===== src/rtl/jtag_host_driver_if.sv =====
// jtag_host_driver_if: command/response bundle between a JTAG command source and the driver.
interface jtag_host_driver_if;
   logic        i_cmdValid;
   logic        o_cmdReady;
   logic [1:0]  i_cmdOp;
   logic [3:0]  i_cmdLen;
   logic [15:0] i_cmdData;
   logic        o_rspValid;
   logic [15:0] o_rspData;
   logic        o_busy;
   modport master (
      output i_cmdValid, i_cmdOp, i_cmdLen, i_cmdData,
      input  o_cmdReady, o_rspValid, o_rspData, o_busy
   );
   modport slave (
      input  i_cmdValid, i_cmdOp, i_cmdLen, i_cmdData,
      output o_cmdReady, o_rspValid, o_rspData, o_busy
   );
endinterface


===== src/rtl/jtag_host_driver.sv =====
// jtag_host_driver: turns reset/IR/DR/idle commands into divided-clock TCK/TMS/TDI sequences and captures TDO.
module jtag_host_driver #(
   parameter int CLK_DIV = 4
) (
   input  logic              i_clk,
   input  logic              i_rst,
   jtag_host_driver_if.slave cmd,
   output logic              o_jtagTCK,
   output logic              o_jtagTMS,
   output logic              o_jtagTDI,
   input  logic              i_jtagTDO
);
   typedef enum logic [1:0] {IDLE, LOW, HIGH} state_t;
   typedef enum logic [1:0] {PRE, SHIFT, POST} phase_t;
   state_t      state_q, state_d;
   phase_t      ph_q, ph_d, ph_nx;
   logic [7:0]  div_q, div_d;
   logic [3:0]  idx_q, idx_d, idx_nx, len_q, len_d;
   logic [1:0]  op_q, op_d;
   logic [15:0] data_q, data_d, cap_q, cap_d, rsp_q, rsp_d;
   logic        tck_q, tck_d, tms_q, tms_d, tdi_q, tdi_d, vld_q, vld_d;
   logic        scan, last, done, half_end;
   // {TMS, TDI} for one TCK cycle; op 11 runs as a SHIFT phase with both pins held low
   function automatic logic [1:0] pins(input logic [1:0] op, input phase_t ph, input logic [3:0] idx,
                                       input logic [3:0] len, input logic [15:0] data);
      logic s;
      s = op[0] ^ op[1];
      return ph == PRE   ? {op == 2'b00 ? idx < 4'd5 : op == 2'b01 ? idx < 4'd2 : idx == 4'd0, 1'b0} :
             ph == SHIFT ? {s && idx == len, s && data[idx]} :
                           {idx == 4'd0, 1'b0};
   endfunction
   always_comb begin
      scan     = op_q[0] ^ op_q[1];
      half_end = div_q == 8'(CLK_DIV - 1);
      last     = ph_q == PRE   ? idx_q == (op_q == 2'b00 ? 4'd5 : op_q == 2'b01 ? 4'd3 : 4'd2) :
                 ph_q == SHIFT ? idx_q == len_q : idx_q == 4'd1;
      done     = last && (ph_q == POST || !scan);
      ph_nx    = !last ? ph_q : ph_q == PRE ? SHIFT : POST;
      idx_nx   = last ? 4'd0 : idx_q + 4'd1;
   end
   always_comb begin
      state_d = state_q;
      ph_d    = ph_q;
      div_d   = div_q;
      idx_d   = idx_q;
      op_d    = op_q;
      len_d   = len_q;
      data_d  = data_q;
      cap_d   = cap_q;
      rsp_d   = rsp_q;
      tck_d   = tck_q;
      tms_d   = tms_q;
      tdi_d   = tdi_q;
      vld_d   = 1'b0;
      if (state_q == IDLE) begin
         if (cmd.i_cmdValid) begin
            state_d        = LOW;
            op_d           = cmd.i_cmdOp;
            len_d          = cmd.i_cmdLen;
            data_d         = cmd.i_cmdData;
            cap_d          = '0;
            div_d          = '0;
            idx_d          = '0;
            ph_d           = cmd.i_cmdOp == 2'b11 ? SHIFT : PRE;
            {tms_d, tdi_d} = pins(cmd.i_cmdOp, ph_d, 4'd0, cmd.i_cmdLen, cmd.i_cmdData);
         end
      end else if (!half_end) begin
         div_d = div_q + 8'd1;
      end else if (state_q == LOW) begin
         div_d   = '0;
         state_d = HIGH;
         tck_d   = 1'b1;
      end else begin
         div_d = '0;
         tck_d = 1'b0;
         // sampled on the last i_clk of the high half to give the target's synchronizer full margin
         if (ph_q == SHIFT && scan) cap_d[idx_q] = i_jtagTDO;
         if (done) begin
            state_d = IDLE;
            tms_d   = 1'b0;
            tdi_d   = 1'b0;
            vld_d   = 1'b1;
            rsp_d   = cap_q;
         end else begin
            state_d        = LOW;
            ph_d           = ph_nx;
            idx_d          = idx_nx;
            {tms_d, tdi_d} = pins(op_q, ph_nx, idx_nx, len_q, data_q);
         end
      end
   end
   always_ff @(posedge i_clk or posedge i_rst) begin
      if (i_rst) begin
         state_q <= IDLE;
         ph_q    <= PRE;
         div_q   <= '0;
         idx_q   <= '0;
         op_q    <= '0;
         len_q   <= '0;
         data_q  <= '0;
         cap_q   <= '0;
         rsp_q   <= '0;
         tck_q   <= 1'b0;
         tms_q   <= 1'b1;
         tdi_q   <= 1'b0;
         vld_q   <= 1'b0;
      end else begin
         state_q <= state_d;
         ph_q    <= ph_d;
         div_q   <= div_d;
         idx_q   <= idx_d;
         op_q    <= op_d;
         len_q   <= len_d;
         data_q  <= data_d;
         cap_q   <= cap_d;
         rsp_q   <= rsp_d;
         tck_q   <= tck_d;
         tms_q   <= tms_d;
         tdi_q   <= tdi_d;
         vld_q   <= vld_d;
      end
   end
   assign cmd.o_cmdReady = state_q == IDLE;
   assign cmd.o_busy     = state_q != IDLE;
   assign cmd.o_rspValid = vld_q;
   assign cmd.o_rspData  = rsp_q;
   assign o_jtagTCK      = tck_q;
   assign o_jtagTMS      = tms_q;
   assign o_jtagTDI      = tdi_q;
endmodule


===== src/flat_wrapper.sv =====
// flat-port wrapper written by rule: the top's interface ports become plain ports
module jtag_host_driver_flat 
#(
   parameter int CLK_DIV = 4
)
  (i_clk, i_rst, o_jtagTCK, o_jtagTMS, o_jtagTDI, i_jtagTDO, cmd_i_cmdValid, cmd_i_cmdOp, cmd_i_cmdLen, cmd_i_cmdData, cmd_o_cmdReady, cmd_o_rspValid, cmd_o_rspData, cmd_o_busy);
  jtag_host_driver_if cmd_i ();
  input  logic i_clk;
  input  logic i_rst;
  output logic o_jtagTCK;
  output logic o_jtagTMS;
  output logic o_jtagTDI;
  input  logic i_jtagTDO;
  input wire logic [$bits(cmd_i.i_cmdValid)-1:0] cmd_i_cmdValid;
  input wire logic [$bits(cmd_i.i_cmdOp)-1:0] cmd_i_cmdOp;
  input wire logic [$bits(cmd_i.i_cmdLen)-1:0] cmd_i_cmdLen;
  input wire logic [$bits(cmd_i.i_cmdData)-1:0] cmd_i_cmdData;
  output wire logic [$bits(cmd_i.o_cmdReady)-1:0] cmd_o_cmdReady;
  output wire logic [$bits(cmd_i.o_rspValid)-1:0] cmd_o_rspValid;
  output wire logic [$bits(cmd_i.o_rspData)-1:0] cmd_o_rspData;
  output wire logic [$bits(cmd_i.o_busy)-1:0] cmd_o_busy;
  assign cmd_i.i_cmdValid = cmd_i_cmdValid;
  assign cmd_i.i_cmdOp = cmd_i_cmdOp;
  assign cmd_i.i_cmdLen = cmd_i_cmdLen;
  assign cmd_i.i_cmdData = cmd_i_cmdData;
  assign cmd_o_cmdReady = cmd_i.o_cmdReady;
  assign cmd_o_rspValid = cmd_i.o_rspValid;
  assign cmd_o_rspData = cmd_i.o_rspData;
  assign cmd_o_busy = cmd_i.o_busy;
  jtag_host_driver #(.CLK_DIV(CLK_DIV)) u_core (.i_clk(i_clk), .i_rst(i_rst), .cmd(cmd_i), .o_jtagTCK(o_jtagTCK), .o_jtagTMS(o_jtagTMS), .o_jtagTDI(o_jtagTDI), .i_jtagTDO(i_jtagTDO));
endmodule

===== config.mk =====
export PLATFORM = sky130hd
export DESIGN_NAME = jtag_host_driver_flat
export DESIGN_NICKNAME = d
export VERILOG_FILES = /design/src/rtl/jtag_host_driver_if.sv /design/src/rtl/jtag_host_driver.sv /design/src/flat_wrapper.sv
export SDC_FILE = /design/constraint.sdc
export NUM_CORES = 1
export LEC_CHECK = 0
export CAP_MARGIN = 20
export CORE_MARGIN = 2
export CORE_UTILIZATION = 43
export DETAILED_ROUTE_END_ITERATION = 8
export GPL_TIMING_DRIVEN = 0
export PLACE_DENSITY = 0.73
export SLEW_MARGIN = 10
export SYNTH_ARGS = -nofsm -noshare
export SYNTH_HDL_FRONTEND = slang
export SYNTH_SLANG_ARGS = --single-unit

===== constraint.sdc =====
create_clock -name i_clk -period 4.1 [get_ports i_clk]
set_input_delay 1.025 -clock i_clk [delete_from_list [all_inputs] [get_ports i_clk]]
set_output_delay 1.025 -clock i_clk [all_outputs]
set_load 0.01 [all_outputs]

==> metrics.txt <==
Post-synth top flop=dfrtp_1; post-synthesis register bit count=74; area grow syn2layout=21.9%; Root Buffer=clkbuf_8; largest net degree at the start of global routing=51; Worst Hold End=u_core.cmd.o_rspData[12]; Crit Reg-Reg Startpoint=u_core.idx_q[0]; leakage=2.09 nW; drt drc=0; CP Capture Type=primary output; RSZ-0062 raised after global routing=no; die width=99.1 µm; Netlist Area Pre-Place=3890 µm²; first-pass GRT wire length=14300 µm; global route overflow=0; Syn. warnings=0; DR pass1 iterations=5; register-to-register path setup slack=0.91 ns; post-CTS sizing=0; Worst EP required=3.07 ns; CP cell instances=or2_1, clkbuf_1, inv_2, clkbuf_1, clkdlybuf4s50_1; CP startpoint kind=flop; async set-reset flop share out of synthesis=1.00; slowest cell delay on critical path=0.63 ns; initial antenna violation count=0; Post-Synthesis Cells=366; CP max FO=10; top-count cell post-synth=dfrtp_1; drt total wl=8450 µm; total placed instance area=4520 µm²; postcts setup bufs=0; top cell type by total area after synthesis=dfrtp_1; Starting Density=0.443; Register-to-Register Path Depth=9; dpl cells=522; synth unique cells=57; fin util=0.541; pwr dens=295 nW/µm²; Mapped Avg Cell Area=10.6 µm²; die height=99.1 µm; Final GP Congestion=0.897; Max Buffers Root-to-Sink=2; max_cap viols=0; post-layout instance area=4740 µm²; post-cts hold buffer count=0; H-tree level count=3; Synth area leaders=dfrtp_1 47%, mux2_2 5.5%, o21ai_0 4.4%; Nets=461; clk sinks=74; Final min period=3.41 ns; final setup fails=0; kind of critical path=flop to primary output; fin crit share=0.831; io pins=48; Critical Path AT=2.38 ns; Mapped Nets=402; Final Hold Violating Endpoints=0; DRT iter0 DRCs=137; status=finished, final reports clean; Layout fillers=785; DP HPWL=6120 µm; Synth top area share=0.470; Clock Latency Late Sink=0.36 ns; drt via density=5.57; maximum vdd ir drop=160 µV; Min-Delay Startpoint=u_core.cmd.o_rspData[12]; num rows=34; Fmax=293 MHz; top post-synthesis cells by count=73 x dfrtp_1, 34 x o21ai_0, 29 x nand2_1; clk slew on worst S/H paths=0.08 ns; EDFF count, synth=0; via count=2991; sequential area share after synthesis=0.477; Cells on Worst Hold Path=1; final antenna-violating net count=0; CTS Buf Count=9; slowest CP cell=clkdlybuf4s50_1; die area=9810 µm²; port bufs=47; core area=8760 µm²; setup TNS=0 ns; CP dominant cell by count=clkbuf_1; Hold WC Path Type=flop to flop; worst clock skew=0.0101 ns; Reg2Reg Capture Point=u_core.o_jtagTDI; vias in the first global route=2959; average wire per cell in the routed design=15.7 µm; fraction of layout cells with a size suffix above 1=0.161; # diodes=0; WHS=0.487 ns; total track usage=0.182; Non-Filler Instances=537; Worst Tran Pin Value=0.597 ns; CTS tree=done; fin. max-slew vios=0; relative slew slack=0.602
-- through the flow --
stage / power [mW] / setup slack [ns]
floorplan: 0.756 / 1.20
global placement: 0.785 / 0.0572
detailed placement: 0.789 / 0.849
CTS: 1.41 / 0.689
global route: 1.45 / 0.536
finish: 1.40 / 0.691
-- state kept, by name, indices dropped and copies added, names as in the netlist, 2 cells and up --
signal,count
u_core.cap_q,16
u_core.state_q,2
u_core.cmd.o_rspData,16
u_core.idx_q,4
u_core.data_q,16
u_core.ph_q,2
u_core.div_q,8
u_core.op_q,2
u_core.len_q,4
-- power by group --
part           internal (mW)  leakage [nW]  switching (mW)  total, mW
clock network          0.342         0.110           0.280      0.622
logic                 0.0245         0.991          0.0195     0.0440
registers              0.729         0.990               0      0.729
-- critical path: cells and delay by family (launching register included) --
family | cells | cell delay, ns
buf+inv | 4 | 1.35
flops | 1 | 0.45
simple gates | 1 | 0.23
-- routing by layer --
layer / vias up / track usage / routed length, µm
met5: - / 0 / 0
met4: 0 / 0.0453 / 131
met3: 18 / 0.0496 / 512
met2: 109 / 0.312 / 4100
met1: 1429 / 0.229 / 3700
li1: 1435 / - / -
-- area by class of cell --
cell class                 count  area, µm²  area share
buffer                        24        138      0.0291
clock buffer                   9        124      0.0261
clock inverter                 6       91.3      0.0193
inverter                      14       55.1      0.0116
multi-input combinational    254       1840       0.389
sequential                    74       1850       0.391
tap                          108        135      0.0285
timing repair buffer          48        498       0.105
-- cell families (layout without fill, tap and decap cells) --
logic type                 Yosys count  after routing  synth area share
adders and majority gates           10             10            0.0322
xor gates and xnor gates             8              8            0.0200
AOI/OAI and AO/OA                  108            108             0.163
buffers and inverters               38            101            0.0489
DFF                                 74             74             0.477
muxes                               43             43             0.143
and+or+nand+nor                     85             85             0.117
-- layout by cell type (no fill, tap or decap), types with 3 or more instances in the layout --
master	Yosys	final
buf_2	7	7
dfrtp_1	73	73
o21ai_1	24	24
clkbuf_8	0	9
clkbuf_1	12	12
a21oi_1	21	21
nand4_1	3	3
ha_1	10	10
mux2_1	6	6
mux4_2	3	3
and3_1	8	8
mux2_4	11	11
nor2_1	12	12
o21ai_0	34	34
clkdlybuf4s50_1	0	47
mux2_2	19	19
xnor2_1	6	6
nor2b_1	5	5
buf_6	3	3
mux2i_1	4	4
nand2_1	29	29
a31oi_1	8	8
nand2b_1	6	6
inv_1	13	12
and2_1	3	3
nand3_1	6	6
o31ai_1	4	4
-- worst max-delay path by stage --
| stage | start | end | slack [ns] | depth (start not counted) |
|---|---|---|---|---|
| after floorplan | i_rst | u_core.cap_q[0] | 1.20 | 1 |
| final | u_core.state_q[1] | cmd_o_cmdReady | 0.69 | 5 |
| after global placement | i_rst | u_core.op_q[0] | 0.06 | 2 |
| after CTS | u_core.state_q[1] | cmd_o_cmdReady | 0.69 | 5 |
| after global routing | u_core.state_q[1] | cmd_o_cmdReady | 0.54 | 5 |
| after detailed placement | u_core.idx_q[0] | u_core.o_jtagTDI | 0.85 | 9 |
(Power assumes the default switching activity.)
